File: config.mk
export PLATFORM = sky130hd
export DESIGN_NAME = lvds_tx_arbiter_flat
export DESIGN_NICKNAME = d
export VERILOG_FILES = /design/src/rtl/lvds_link_pkg.sv /design/src/rtl/lvds_tx_arbiter_if.sv /design/src/rtl/lvds_rr_pick.sv /design/src/rtl/lvds_tx_arbiter.sv /design/src/flat_wrapper.sv
export SDC_FILE = /design/constraint.sdc
export NUM_CORES = 1
export LEC_CHECK = 0
export CORE_MARGIN = 2
export CORE_UTILIZATION = 58
export CTS_BUF_LIST = sky130_fd_sc_hd__clkbuf_4 sky130_fd_sc_hd__clkbuf_8 sky130_fd_sc_hd__clkbuf_16
export CTS_CLUSTER_DIAMETER = 80
export DETAILED_ROUTE_END_ITERATION = 6
export DONT_BUFFER_PORTS = 1
export PLACE_DENSITY_LB_ADDON = 0.3
export SLEW_MARGIN = 20
export SYNTH_ARGS = -nofsm -noshare
export SYNTH_HDL_FRONTEND = slang
export SYNTH_HIERARCHICAL = 1
export SYNTH_SLANG_ARGS = --single-unit
File: constraint.sdc
create_clock -name tx_inclock -period 4.29 [get_ports tx_inclock]
set_clock_uncertainty 0.1 [all_clocks]
set_input_delay 0.858 -clock tx_inclock [delete_from_list [all_inputs] [get_ports tx_inclock]]
set_output_delay 0.858 -clock tx_inclock [all_outputs]
set_load 0.1 [all_outputs]
File: src/rtl/lvds_link_pkg.sv
// Shared LVDS link definitions: word tag layout, word builder and the
// training/idle bytes common to the framer and receiver.
package lvds_link_pkg;

  localparam int TAG_VALID_BIT = 31;
  localparam int ID_MSB        = 30;
  localparam int ID_LSB        = 29;
  localparam int PAY_W         = 29;

  localparam logic [7:0] TRAIN_0   = 8'h6A;
  localparam logic [7:0] TRAIN_1   = 8'hA5;
  localparam logic [7:0] TRAIN_2   = 8'h77;
  localparam logic [7:0] IDLE_BYTE = 8'h52;

  function automatic logic [31:0] make_word(input logic [1:0] id,
                                            input logic [PAY_W-1:0] payload);
    return {1'b1, id, payload};
  endfunction

endpackage

File: src/rtl/lvds_tx_arbiter_if.sv
// Requester, framer and status signals of the LVDS transmit arbiter.
// slave is the arbiter side; master is the requester/framer side.
interface lvds_tx_arbiter_if #(
  parameter int NUM_REQ = 4,
  parameter int CNT_W   = 16
);
  import lvds_link_pkg::*;

  logic                     link_enable;
  logic [NUM_REQ-1:0]       req_valid;
  logic [NUM_REQ*PAY_W-1:0] req_data;
  logic [NUM_REQ-1:0]       req_ready;
  logic [31:0]              enq_tx;
  logic                     RDY_enq_tx;
  logic                     EN_enq_tx;
  logic [1:0]               grant_id;
  logic [NUM_REQ*CNT_W-1:0] word_cnt;
  logic                     protocol_err;

  modport master (
    output link_enable, req_valid, req_data, EN_enq_tx,
    input  req_ready, enq_tx, RDY_enq_tx, grant_id, word_cnt, protocol_err
  );

  modport slave (
    input  link_enable, req_valid, req_data, EN_enq_tx,
    output req_ready, enq_tx, RDY_enq_tx, grant_id, word_cnt, protocol_err
  );

endinterface

File: src/rtl/lvds_rr_pick.sv
// Combinational round-robin winner select: the owner keeps the grant while
// burst_ok, otherwise the first valid index after rr_ptr wins.
module lvds_rr_pick
  import lvds_link_pkg::*;
#(
  parameter int NUM_REQ = 4
) (
  input  logic [NUM_REQ-1:0] i_valid,
  input  logic [1:0]         i_rr_ptr,
  input  logic [1:0]         i_owner,
  input  logic               i_burst_ok,
  output logic [NUM_REQ-1:0] o_pick,
  output logic [1:0]         o_id
);

  logic [1:0] w_idx [NUM_REQ];

  // w_idx[k] is the k-th candidate in scan order rr_ptr+1, rr_ptr+2, ...
  generate
    for (genvar gi = 0; gi < NUM_REQ; gi++) begin : g_scan
      assign w_idx[gi] = 2'((int'(i_rr_ptr) + gi + 1) % NUM_REQ);
    end
  endgenerate

  always_comb begin
    o_pick = '0;
    o_id   = '0;
    if (i_burst_ok && i_valid[i_owner]) begin
      o_pick[i_owner] = 1'b1;
      o_id            = i_owner;
    end else begin
      // Walk backwards so the earliest candidate in scan order is assigned last.
      for (int k = NUM_REQ - 1; k >= 0; k--) begin
        if (i_valid[w_idx[k]]) begin
          o_pick            = '0;
          o_pick[w_idx[k]]  = 1'b1;
          o_id              = w_idx[k];
        end
      end
    end
  end

endmodule

File: src/rtl/lvds_tx_arbiter.sv
// Round-robin arbiter sharing the 32-bit LVDS transmit word between requesters,
// with a one-word output slot, bounded bursts and per-channel word counters.
module lvds_tx_arbiter
  import lvds_link_pkg::*;
#(
  parameter int NUM_REQ   = 4,
  parameter int MAX_BURST = 4,
  parameter int CNT_W     = 16
) (
  input logic               tx_inclock,
  input logic               reset,
  lvds_tx_arbiter_if.slave  bus
);

  localparam logic [1:0] LAST_ID = 2'(NUM_REQ - 1);

  logic             r_slot_v;
  logic [31:0]      r_slot_word;
  logic [1:0]       r_grant_id;
  logic [1:0]       r_rr_ptr;
  logic [3:0]       r_burst_cnt;
  logic             r_protocol_err;
  logic [CNT_W-1:0] r_word_cnt [NUM_REQ];

  logic               w_slot_free;
  logic               w_burst_ok;
  logic               w_cont;
  logic               w_xfer;
  logic               w_drain;
  logic [NUM_REQ-1:0] w_pick;
  logic [1:0]         w_id;
  logic [1:0]         w_held_id;
  logic [PAY_W-1:0]   w_pay [NUM_REQ];

  generate
    for (genvar gi = 0; gi < NUM_REQ; gi++) begin : g_chan
      assign w_pay[gi] = bus.req_data[gi*PAY_W +: PAY_W];
      assign bus.word_cnt[gi*CNT_W +: CNT_W] = r_word_cnt[gi];

      always_ff @(posedge tx_inclock) begin
        if (reset) begin
          r_word_cnt[gi] <= '0;
        end else if (w_drain && (w_held_id == 2'(gi))) begin
          r_word_cnt[gi] <= r_word_cnt[gi] + 1'b1;
        end
      end
    end
  endgenerate

  // burst_cnt == 0 means nobody owns the link yet, so the first win is by scan.
  assign w_slot_free = !r_slot_v || bus.EN_enq_tx;
  assign w_burst_ok  = (r_burst_cnt != 4'd0) && (r_burst_cnt < 4'(MAX_BURST));
  assign w_cont      = w_burst_ok && bus.req_valid[r_grant_id];
  assign w_held_id   = r_slot_word[ID_MSB:ID_LSB];
  assign w_drain     = bus.EN_enq_tx && r_slot_v;

  lvds_rr_pick #(.NUM_REQ(NUM_REQ)) u_pick (
    .i_valid    (bus.req_valid),
    .i_rr_ptr   (r_rr_ptr),
    .i_owner    (r_grant_id),
    .i_burst_ok (w_burst_ok),
    .o_pick     (w_pick),
    .o_id       (w_id)
  );

  assign bus.req_ready    = (w_slot_free && bus.link_enable) ? w_pick : '0;
  assign w_xfer           = |bus.req_ready;
  assign bus.enq_tx       = r_slot_word;
  assign bus.RDY_enq_tx   = r_slot_v;
  assign bus.grant_id     = r_grant_id;
  assign bus.protocol_err = r_protocol_err;

  always_ff @(posedge tx_inclock) begin
    if (reset) begin
      r_slot_v       <= 1'b0;
      r_slot_word    <= '0;
      r_grant_id     <= LAST_ID;
      r_rr_ptr       <= LAST_ID;
      r_burst_cnt    <= '0;
      r_protocol_err <= 1'b0;
    end else begin
      if (w_xfer) begin
        r_slot_word <= make_word(w_id, w_pay[w_id]);
        r_slot_v    <= 1'b1;
        r_grant_id  <= w_id;
        // An exhausted owner re-won by scan starts a fresh burst.
        if (w_cont) begin
          r_burst_cnt <= r_burst_cnt + 4'd1;
        end else begin
          r_burst_cnt <= 4'd1;
          r_rr_ptr    <= w_id;
        end
      end else if (bus.EN_enq_tx) begin
        r_slot_v <= 1'b0;
      end
      if (bus.EN_enq_tx && !r_slot_v) begin
        r_protocol_err <= 1'b1;
      end
    end
  end

endmodule

File: src/flat_wrapper.sv
// flat-port wrapper written by rule: the top's interface ports become plain ports
module lvds_tx_arbiter_flat import lvds_link_pkg::*;
#(
  parameter int NUM_REQ   = 4,
  parameter int MAX_BURST = 4,
  parameter int CNT_W     = 16
)
  (tx_inclock, reset, bus_link_enable, bus_req_valid, bus_req_data, bus_EN_enq_tx, bus_req_ready, bus_enq_tx, bus_RDY_enq_tx, bus_grant_id, bus_word_cnt, bus_protocol_err);
  lvds_tx_arbiter_if #(.NUM_REQ(NUM_REQ), .CNT_W(CNT_W)) bus_i ();
  input logic tx_inclock;
  input logic reset;
  input wire logic [$bits(bus_i.link_enable)-1:0] bus_link_enable;
  input wire logic [$bits(bus_i.req_valid)-1:0] bus_req_valid;
  input wire logic [$bits(bus_i.req_data)-1:0] bus_req_data;
  input wire logic [$bits(bus_i.EN_enq_tx)-1:0] bus_EN_enq_tx;
  output wire logic [$bits(bus_i.req_ready)-1:0] bus_req_ready;
  output wire logic [$bits(bus_i.enq_tx)-1:0] bus_enq_tx;
  output wire logic [$bits(bus_i.RDY_enq_tx)-1:0] bus_RDY_enq_tx;
  output wire logic [$bits(bus_i.grant_id)-1:0] bus_grant_id;
  output wire logic [$bits(bus_i.word_cnt)-1:0] bus_word_cnt;
  output wire logic [$bits(bus_i.protocol_err)-1:0] bus_protocol_err;
  assign bus_i.link_enable = bus_link_enable;
  assign bus_i.req_valid = bus_req_valid;
  assign bus_i.req_data = bus_req_data;
  assign bus_i.EN_enq_tx = bus_EN_enq_tx;
  assign bus_req_ready = bus_i.req_ready;
  assign bus_enq_tx = bus_i.enq_tx;
  assign bus_RDY_enq_tx = bus_i.RDY_enq_tx;
  assign bus_grant_id = bus_i.grant_id;
  assign bus_word_cnt = bus_i.word_cnt;
  assign bus_protocol_err = bus_i.protocol_err;
  lvds_tx_arbiter #(.NUM_REQ(NUM_REQ), .MAX_BURST(MAX_BURST), .CNT_W(CNT_W)) u_core (.tx_inclock(tx_inclock), .reset(reset), .bus(bus_i));
endmodule
======== Yosys cells after proc, flatten, opt, wreduce, memory -nomap -nowiden ========
Memory sizes are Yosys's and may differ from the RTL's.
Index checks and enable logic that the tools add are counted.
operators by class
  muxes and demuxes ....................... 55
  order comparisons ....................... 12
  add/subtract/negate cells ............... 11
  reductions and logical operators ........ 21
  bitwise operators ....................... 6
  eq/ne operators ......................... 3
operators by type and width
  operator                 count
  $add A16 B1 Y16 const B  4
  $mux W16                 4
  $bmux W29 S2             1
  $mux W29                 2
  $mux W4                  7
  $mux W1                  26
  $lt A2 B3 Y1 const B     5
  $logic_and A1 B1 Y1      14
  $bmux W1 S2              5
  $demux W1 S2             5
  $ge A2 B1 Y1 const B     5
  $mux W2                  5
  $add A2 B1 Y2 const B    4
  $add A2 B2 Y2 const B    2
  $add A4 B1 Y4 const B    1
  $eq A2 B2 Y1 const B     2
  $lt A4 B3 Y1 const B     1
  $or A1 B1 Y1             4
  $reduce_bool A4 Y1       1
  $reduce_or A4 Y1         1
  $ge A3 B3 Y1 const B     1
  $not A2 Y3               1
  $eq A2 B1 Y1 const B     1
  $logic_not A2 Y1         1
  5 further kinds          5
storage, ports and cells
  bits of input ports ..................... 124
  logic and storage cells ................. 115
  bits in registers ....................... 42
  RAM bits ................................ 64
  memories kept ........................... 1
memory list
  memory             words  width  rd ports  clocked after Yosys merged registers in  write ports  line                   RTL
  u_core.r_word_cnt  4      16     4         0                                        4            lvds_tx_arbiter.sv:23  logic [CNT_W-1:0] r_word_cnt [NUM_REQ];

======== Logic depth before layout (Yosys ltp) ========
Gate-level depths: netlist (run 1).
  depth after elaboration ................. 14
  mapped depth ............................ 15

======== Modules after synthesis ========
Netlist (run 1), hierarchy kept.
modules (own cells, without submodules)
  module           instances  sequential area each (µm²)  area an instance (µm²)  cells each
  lvds_tx_arbiter  1          2,762.6                     5,559.1                 537
  lvds_rr_pick     1          0.0                         634.4                   76

======== Worst setup path after synthesis (run 1) ========
OpenSTA, ideal clock, no wires.
  path kind ............................... flip-flop to output port
  from .................................... reg u_core.r_grant_id[1] (netlist: u_core/bus.grant_id[1])
  to ...................................... out bus_req_ready[0]
  arrival ................................. 3.097 ns
  stages on the path, launching flop included .. 8
  setup slack ............................. 0.235 ns
  cell sequence ........................... dfxtp_1 buf_2 mux4_2 nand2_2 o21ai_0 o31a_1 a31oi_1 and3_1
between the ends
  word-level cells in the longest chain between the ends .. 6
  elaborated cells between the ends (all ways) .. 10
  classes of those cells .................. 2 x order compare; 6 x mux; 2 x reduce/logical
ends and longest elaborated chain
  element                                                             line                   RTL
  start, declared                                                     lvds_tx_arbiter.sv:19  logic [1:0] r_grant_id;
  start signal, assigned                                              lvds_tx_arbiter.sv:85  r_grant_id <= w_id;
  $lt A2 B3 Y1 (not written as such) or $ge A2 B1 Y1 (tied branches)  lvds_rr_pick.sv:29     o_pick[i_owner] = 1'b1;
  $logic_and A1 B1 Y1 (not written as such)                           lvds_rr_pick.sv:29
  $mux W1 (not written as such)                                       lvds_rr_pick.sv:29
  $demux W1 S2                                                        lvds_rr_pick.sv:29
  $mux W4 (*)                                                         lvds_rr_pick.sv:28     if (i_burst_ok && i_valid[i_owner]) begin
  named net u_core.w_pick[0]                                          lvds_tx_arbiter.sv:30  logic [NUM_REQ-1:0] w_pick;
  $mux W4 (*)                                                         lvds_tx_arbiter.sv:66  assign bus.req_ready = (w_slot_free && bus.link_enable) ? w_pick : '0;
  end, declared                                                       flat_wrapper.sv:16     output wire logic [$bits(bus_i.req_ready)-1:0] bus_req_ready;
Mark *: on every way through the listed nets, which the timed path passes. The rest lies on a longest branch. The select of a mux whose other input is x is not followed.

======== Worst setup path in the final report (run 1) ========
  from .................................... reg u_core.r_rr_ptr[1]
  to ...................................... out bus_req_ready[3]
between the ends
  word-level cells in the longest chain between the ends .. 12
  elaborated cells between the ends (all ways) .. 40
  classes of those cells .................. 6 x add/sub; 8 x order compare; 22 x mux; 4 x reduce/logical
ends and longest elaborated chain
  element                                                             line                   RTL
  start, declared                                                     lvds_tx_arbiter.sv:20  logic [1:0] r_rr_ptr;
  start signal, assigned                                              lvds_tx_arbiter.sv:91  r_rr_ptr <= w_id;
  $add A2 B2 Y2                                                       lvds_rr_pick.sv:21     assign w_idx[gi] = 2'((int'(i_rr_ptr) + gi + 1) % NUM_REQ);
  $add A2 B1 Y2                                                       lvds_rr_pick.sv:21
  $lt A2 B3 Y1 (not written as such) or $ge A2 B1 Y1 (tied branches)  lvds_rr_pick.sv:36     o_pick[w_idx[k]] = 1'b1;
  $logic_and A1 B1 Y1 (not written as such)                           lvds_rr_pick.sv:36
  $mux W1 (not written as such)                                       lvds_rr_pick.sv:36
  $demux W1 S2                                                        lvds_rr_pick.sv:36
  $mux W4 (3 in a row)                                                lvds_rr_pick.sv:34     if (i_valid[w_idx[k]]) begin
  $mux W4 (*)                                                         lvds_rr_pick.sv:34
  $mux W4 (*)                                                         lvds_rr_pick.sv:28
  named net u_core.w_pick[3]                                          lvds_tx_arbiter.sv:30
  $mux W4 (*)                                                         lvds_tx_arbiter.sv:66
Marked as above.

==> qor.csv, run 1 <==
metric,value,unit
setup_viol,0,
synth_enable_flop_cells,64,
yosysWarningCount,6,
rows,37,
finalMaxSlewViolations,0,
tns,0,ns
tritoncts,yes,
cts_max_path_buffers,2,
p_sw,3.39,mW
syn_area_per_cell,10.1,um2
synth_nets,751,
netlist.area_leader.share,31.0,%
start_util,60.0,%
drt_iter0_markers,370,
synth_area,6190,um2
clock_sinks,106,
r2r_slack,0.42,ns
rsz0062_at_grt,no,
clkPwrFrac,9.1,%
swShare,56.0,%
drv_cap,0,
grt_max_degree,44,
grt_first_pass_wirelength,24700,um
dieArea,11500,um2
critPathRequiredTime,3.33,ns
hold_viol_final,0,
met2_usage,46.1,%
synth_largest_area_cell,edfxtp_1,
fp.dieH,107,um
gr-total-overflow,0,
power,6.06,mW
met3_usage,9.08,%
syn_inst,613,
fmax,247,MHz
drt_pre_antenna_iters,5,
tightest_slew,1.08,ns
hold_path.class,flip-flop to flip-flop,
synth_most_common_cell,nand2_1,
end_kind,primary output,
seq_area_frac_synth,44.6,%
synth.distinct_cells,55,
core_area,10300,um2
ant_nets,0,
worstSetupPathType,flip-flop to primary output,
cts_setup_buffers,0,
seq_area,2760,um2
synth-seq-cells,106,
synth.top_cells.by_count,"95 x nand2_1, 64 x edfxtp_1, 59 x nor2_1",
p_leak,2.37,nW
ir_drop,1.20,mV
portBuffers,0,
drc,0,
clockRootBuffer,clkbuf_8,
die_w,107,um
multi_input_area,3220,um2
synth_async_sr_flop_share,0,%
intPower,2.67,mW
numCtsBuffers,9,
viasPerCell,6.41,
drive_gt1_share,16.4,%
wl,15900,um
period_minus_slack,4.06,ns
gr-max-usage-layer,met2,
layout.cells.non_filler,776,
wire_per_inst,20.5,um
path_max_fanout,9,
fillers,834,
cp-start-kind,flip-flop,
powerDensity,901,nW/um2
synth_ff_type,edfxtp_1,
fin_crit_sh,94.5,%
nets,770,
whs,0.397,ns
hpwl,11800,um
grtUsageTotal,27.3,%
slew_headroom,28.0,%
seq_power_share,45.1,%
antenna_found_initial,4,
clkTransAtPathRegs,0.09,ns
ios,228,
htreeDepth,3,
num_vias,4976,
status,"complete, no violations",
clk_latency,0.36,ns
arrival,3.10,ns
pwr-share-comb,45.8,%
synthTopCellsByArea,"edfxtp_1 31%, dfxtp_1 14%, mux4_2 12%",
first_global_vias,4866,
syn_to_final_growth,8.61,%
met1_usage,33.7,%
dp.cells,757,
gp_congestion,0.898,
-- area by class of cell --
class                   count  area share, %
flip-flops and latches    106           41.1
clock buffers              12           2.18
multi-input cells         453           47.9
inverters                  22           1.23
clock inverters             3          0.279
well taps                 136           2.53
repair buffers             40           4.65
diodes                      4          0.149
-- timing repair --
action	CTS	global route
hold buffers	0	0
setup endpoints to repair	0	4
resized for setup	0	1
-- kinds of logic after synthesis --
group,after synthesis,synth area share (%)
and+or+nand+nor,260,20.2
AOI/OAI and AO/OA,97,9.03
adders and majority gates,14,2.83
muxes,43,14.1
DFF,106,44.6
buffers and inverters,54,3.74
xor gates and xnor gates,39,5.52
-- registers in the layout (all words and copies together) (netlist names) --
signal,cells
u_core/r_burst_cnt,4
u_core/r_word_cnt,64
u_core/bus.protocol_err,1
u_core/bus.RDY_enq_tx,1
u_core/r_rr_ptr,2
u_core/bus.grant_id,2
u_core/bus.enq_tx,32
-- cells in the final DEF (no fill, tap or decap), types with 13 or more instances in the layout --
cell and n:
nand2_1 94, edfxtp_1 64, nor2_1 59, a21oi_1 53, dfxtp_1 41, buf_4 39, mux4_2 33, xnor2_1 23
inv_1 21, nand3_1 21, o21ai_0 19, xor2_1 16, nand4_1 15, ha_1 14, nor3_1 13
-- layer usage --
layer / part of all wire, % / up-vias / wire [um]
li1: - / 2289 / -
met1: 38 / 2397 / 6050
met2: 50 / 258 / 7980
met3: 9.9 / 30 / 1570
met4: 1.8 / 2 / 288
met5: 0.082 / - / 13
-- worst max-delay path: stages, from the launching register on --
cell     delay (ns)
dfxtp_2        0.43
inv_1          0.14
ha_1           0.46
mux4_2         0.61
nor2b_4        0.15
and2b_4        0.18
nand2_1        0.07
a32oi_1        0.25
and3_1         0.26
buf_12         0.19
-- per-stage QoR --
step / setup WS [ns] / util, % / cell area [um2]
after floorplan: 0.235 / - / 6190
after global placement: 0.504 / 63.4 / 6550
after detailed placement: 0.311 / 63.4 / 6550
after CTS: 0.120 / 65.0 / 6720
after global routing: 0.0814 / 65.1 / 6720
final: 0.235 / 65.2 / 6730
-- power groups by stage --
stage          Clock (mW)  Combinational, mW  Sequential [mW]
6_report            0.553               2.78             2.73
5_1_grt             0.610               2.98             2.76
4_1_cts             0.567               2.76             2.73
3_5_place_dp            0               2.75             2.75
3_3_place_gp            0               2.68             2.74
2_1_floorplan           0               1.98             3.00
-- final timing paths --
check	startpoint	end	cells after the start
worst min-delay path	u_core/r_burst_cnt[1]	u_core/r_burst_cnt[1]	2
worst max-delay path	u_core/r_rr_ptr[1]	bus_req_ready[3]	9
worst min register to register	u_core/r_burst_cnt[1]	u_core/r_burst_cnt[1]	2
worst max register to register	u_core/r_rr_ptr[1]	u_core/r_burst_cnt[0]	11
Power figures use the tool's default switching activity.
==> inputs of run 2 (changes only) <==
--- a/config.mk
+++ b/config.mk
@@ -5,6 +5,7 @@
 export SDC_FILE = /design/constraint.sdc
 export NUM_CORES = 1
 export LEC_CHECK = 0
+export ABC_CLOCK_PERIOD_IN_PS = 3600
 export CORE_MARGIN = 2
 export CORE_UTILIZATION = 58
 export CTS_BUF_LIST = sky130_fd_sc_hd__clkbuf_4 sky130_fd_sc_hd__clkbuf_8 sky130_fd_sc_hd__clkbuf_16
@@ -12,6 +13,7 @@
 export DETAILED_ROUTE_END_ITERATION = 6
 export DONT_BUFFER_PORTS = 1
 export PLACE_DENSITY_LB_ADDON = 0.3
+export REMOVE_ABC_BUFFERS = 1
 export SLEW_MARGIN = 20
 export SYNTH_ARGS = -nofsm -noshare
 export SYNTH_HDL_FRONTEND = slang
==> constraint.sdc (replaced) <==
create_clock -name tx_inclock -period 3.6 [get_ports tx_inclock]
set_clock_uncertainty 0.1 [all_clocks]
set_input_delay 0.72 -clock tx_inclock [delete_from_list [all_inputs] [get_ports tx_inclock]]
set_output_delay 0.72 -clock tx_inclock [all_outputs]
set_load 0.1 [all_outputs]
==> run 2 against run 1 <==
Cell count increased by 3.7%. Wire length grew 3.3%. Largest power group unchanged. Power is 26% higher. Highest routed layer unchanged. First-iteration DRC count is 36% higher. Global-route usage grew 0.75 points. Combinational power increased by 36%. Die area unchanged. Flip-flop and latch count stayed put.
==> qor.csv, run 2 (synthesized netlist as in run 1, its figures left out) <==
metric,value,unit
status,"complete, no violations",
slew_headroom,28.0,%
nets,800,
worstSetupPathType,flip-flop to primary output,
drt_pre_antenna_iters,5,
seq_power_share,40.1,%
num_vias,5041,
gr-total-overflow,0,
htreeDepth,3,
clock_sinks,106,
wire_per_inst,20.4,um
critPathSlowestCell,mux4_2,
wl,16400,um
r2r_slack,0.30,ns
ios,228,
cp-start-kind,flip-flop,
met1_usage,33.1,%
drc,0,
critPathRequiredTime,2.78,ns
setup_viol,0,
cts_max_path_buffers,2,
dp.cells,786,
slowest_delay,0.56,ns
p_leak,2.54,nW
core_area,10300,um2
grt_first_pass_wirelength,25100,um
gr-max-usage-layer,met2,
fin_crit_sh,97.6,%
finish.utilization,68.7,%
place_ws,0.0738,ns
syn_to_final_growth,14.6,%
tns,0,ns
p_sw,4.20,mW
layout_commonest_cell,nand2_1,
ant_nets,0,
intPower,3.44,mW
die_w,107,um
numCtsBuffers,9,
gp_congestion,0.884,
arrival,2.69,ns
power,7.64,mW
period_minus_slack,3.51,ns
largest_register_ffs,64,
start_util,60.0,%
dieArea,11500,um2
final_cell_mix,"94 x nand2_1, 65 x buf_4, 64 x edfxtp_1",
viasPerCell,6.26,
rows,37,
drv_cap,0,
setup_ws,0.0881,ns
fmax,285,MHz
hold_viol_final,0,
hpwl,12100,um
finalMaxSlewViolations,0,
clk_latency,0.37,ns
met3_usage,7.57,%
antenna_found_initial,4,
portBuffers,0,
powerDensity,1080,nW/um2
clkPwrFrac,10.3,%
whs,0.314,ns
final_area,7100,um2
clkTransAtPathRegs,0.10,ns
fp.dieH,107,um
tightest_slew,1.08,ns
layout.cells.non_filler,805,
first_global_vias,4900,
regMostFlops,u_core/r_word_cnt,
hold_path.class,primary input to flip-flop,
ir_drop,0.835,mV
worstPathCellList,inv_2 > ha_4 > mux4_2 > nor2b_4 > and2b_4 > nand2_1 > a32oi_1 > and3_4 > buf_12,
end_kind,primary output,
ctsHoldBuffers,0,
drt_iter0_markers,504,
placed_cell_area,6820,um2
swShare,55.0,%
pwr-share-comb,49.6,%
met2_usage,49.1,%
clockRootBuffer,clkbuf_8,
tritoncts,yes,
path_max_fanout,5,
grtUsageTotal,28.1,%
drive_gt1_share,22.2,%
grt_max_degree,44,
-- run 2: cell count changes in the layout (fill, tap and decap cells not counted), sizes merged --
cell    previous run  this run
inv               22        24
clkbuf            12        10
buf               40        70
diode              4         2
bufinv             0         1
-- run 2: final cells by class --
cell class	instances	area, um2
Multi-Input combinational cell	453	3270
Fill cell	767	3230
Sequential cell	106	2760
Timing Repair Buffer	70	588
Tap cell	136	170
Clock buffer	10	131
Clock inverter	6	83.8
Inverter	22	82.6
Antenna cell	2	5.00
-- run 2: final timing paths --
kind	startpoint	end	cells past startpoint
setup / recovery	u_core/r_rr_ptr[0]	bus_req_ready[3]	9
hold / removal	reset	u_core/bus.enq_tx[1]	1
setup reg to reg	u_core/r_rr_ptr[0]	u_core/bus.enq_tx[21]	11
hold reg to reg	u_core/r_burst_cnt[1]	u_core/r_burst_cnt[1]	2
-- run 2: per-layer routing --
metal / wire (um) / vias up
met3: 1530 / 34
met4: 417 / 2
met2: 8490 / 247
met5: 13 / -
li1: - / 2339
met1: 5970 / 2419
-- run 2: worst max-delay path, delay by kind of cell (launching register included) --
kind	cells	cell delay, ns
simple gates	4	0.62
mux	1	0.56
flops	1	0.36
fa+ha+maj	1	0.29
compound gates	1	0.25
buf+inv	2	0.24
-- run 2: repair_timing --
action,in CTS,in global routing
endpoints found under the setup margin,4,30
gates resized for setup,4,11
pin swaps,1,1
buffers inserted,0,1
-- run 2: power groups by stage --
stage                     registers, mW  logic, mW  clock network (mW)
after floorplan                    3.59       2.28                   0
after detailed placement           3.08       3.66                   0
final                              3.07       3.79               0.786
after CTS                          3.06       3.69               0.801
after global routing               3.10       4.01               0.845
after global placement             3.08       3.59                   0
==> inputs of run 3 (changes only) <==
--- a/config.mk
+++ b/config.mk
@@ -8,7 +8,7 @@
 export ABC_CLOCK_PERIOD_IN_PS = 3600
 export CORE_MARGIN = 2
 export CORE_UTILIZATION = 58
-export CTS_BUF_LIST = sky130_fd_sc_hd__clkbuf_4 sky130_fd_sc_hd__clkbuf_8 sky130_fd_sc_hd__clkbuf_16
+export CTS_BUF_LIST = sky130_fd_sc_hd__clkbuf_8
 export CTS_CLUSTER_DIAMETER = 80
 export DETAILED_ROUTE_END_ITERATION = 6
 export DONT_BUFFER_PORTS = 1
==> run 3 against run 2 <==
Via count up 0.77%. First-iteration DRC count is 8.7% lower. Non-clock buffer count unchanged. Die area unchanged. Global-route usage shrank 0.21 points. Sequential share of layout area hardly changed. Sequential power is essentially flat. Cell count unchanged. Fmax is essentially flat. Largest cell class unchanged.
==> qor.csv, run 3 (synthesized netlist as in run 1, its figures left out) <==
metric,value,unit
slowest_delay,0.56,ns
intPower,3.43,mW
antenna_found_initial,4,
powerDensity,1080,nW/um2
met2_usage,48.6,%
gr-max-usage-layer,met2,
drc,0,
clkPwrFrac,10.2,%
gr-total-overflow,0,
final_area,7090,um2
critPathSlowestCell,mux4_2,
p_leak,2.54,nW
first_global_vias,4925,
ant_nets,0,
hpwl,12100,um
critPathRequiredTime,2.78,ns
whs,0.313,ns
hold_path.class,primary input to flip-flop,
end_kind,primary output,
worstRegToRegCells,10,
regMostFlops,u_core/r_word_cnt,
power,7.63,mW
cts_max_path_buffers,2,
fillers,764,
ctsHoldBuffers,0,
rsz0062_at_grt,no,
crit_cells,9,
grt_max_degree,44,
wire_per_inst,20.4,um
setup_viol,0,
finalMaxSlewViolations,0,
start_util,60.0,%
hold_viol_final,0,
swShare,55.1,%
setup_ws,0.0877,ns
period_minus_slack,3.51,ns
clock_sinks,106,
reg2reg_from,u_core/r_rr_ptr[0],
cp_num_buf_inv,2,
tightest_slew,1.09,ns
core_area,10300,um2
cp_top_family,simple AND/OR/NAND/NOR gates,
ir_drop,0.833,mV
die_w,107,um
rows,37,
path_max_fanout,5,
tritoncts,yes,
placed_cell_area,6820,um2
numCtsBuffers,9,
ios,228,
syn_to_final_growth,14.5,%
largest_register_ffs,64,
p_sw,4.20,mW
arrival,2.69,ns
nets,800,
worstSetupPathType,flip-flop to primary output,
fin_crit_sh,97.6,%
clockRootBuffer,clkbuf_8,
reg2reg_to,u_core/r_burst_cnt[0],
cp-start-kind,flip-flop,
layout.cells.non_filler,805,
met1_usage,33.1,%
wl,16400,um
fp.dieH,107,um
grt_first_pass_wirelength,25000,um
crit_path_end,bus_req_ready[3],
drive_gt1_share,22.0,%
clkTransAtPathRegs,0.12,ns
dp.cells,786,
gp_congestion,0.884,
drt_pre_antenna_iters,6,
num_vias,5080,
htreeDepth,3,
r2r_slack,0.30,ns
slew_headroom,27.2,%
layout_commonest_cell,nand2_1,
tns,0,ns
place_ws,0.0738,ns
clk_latency,0.36,ns
seq_power_share,40.2,%
fmax,285,MHz
worstPathCellList,inv_2 > ha_4 > mux4_2 > nor2b_4 > and2b_4 > nand2_1 > a32oi_1 > and3_4 > buf_12,
finish.utilization,68.7,%
status,"complete, no violations",
drt_iter0_markers,460,
dieArea,11500,um2
viasPerCell,6.31,
drv_cap,0,
grtUsageTotal,27.8,%
hold_path_depth,1,
portBuffers,0,
met3_usage,7.38,%
pwr-share-comb,49.6,%
startpoint,u_core/r_rr_ptr[0],
final_cell_mix,"94 x nand2_1, 65 x buf_4, 64 x edfxtp_1",
run 3: metal layers:
metal	wire, um	vias up
met5	13	-
met4	421	2
li1	-	2344
met2	8390	286
met3	1600	38
met1	6000	2410
run 3: power groups by stage:
stage | registers (mW) | clock network (mW) | logic [mW]
after floorplan | 3.59 | 0 | 2.28
after global placement | 3.08 | 0 | 3.59
after detailed placement | 3.08 | 0 | 3.66
after CTS | 3.06 | 0.790 | 3.69
after global routing | 3.10 | 0.834 | 4.01
final | 3.06 | 0.778 | 3.79
run 3: final cells by class:
cell class | instances | area [um2] | share of cell area, %
Tap cell | 136 | 170 | 2.40
Clock buffer | 9 | 124 | 1.75
Inverter | 22 | 82.6 | 1.16
Clock inverter | 7 | 87.6 | 1.24
Timing Repair Buffer | 70 | 588 | 8.29
Multi-Input combinational cell | 453 | 3270 | 46.1
Antenna cell | 2 | 5.00 | 0.0706
Sequential cell | 106 | 2760 | 39.0
run 3: worst min path at each step:
stage / to / slack, ns / from
detailed placement: u_core/r_burst_cnt[1] / 0.36 / u_core/r_burst_cnt[1]
global route: u_core/bus.enq_tx[3] / 0.29 / reset
global placement: u_core/r_burst_cnt[1] / 0.36 / u_core/r_burst_cnt[1]
floorplan: u_core/r_burst_cnt[1] / 0.35 / u_core/r_burst_cnt[1]
CTS: u_core/bus.enq_tx[3] / 0.30 / reset
finish: u_core/bus.enq_tx[3] / 0.31 / reset
run 3: what timing repair did:
action / CTS / global route
pin swaps: 1 / 1
buffers inserted: 0 / 1
resized for setup: 4 / 11
setup endpoints to repair: 4 / 30
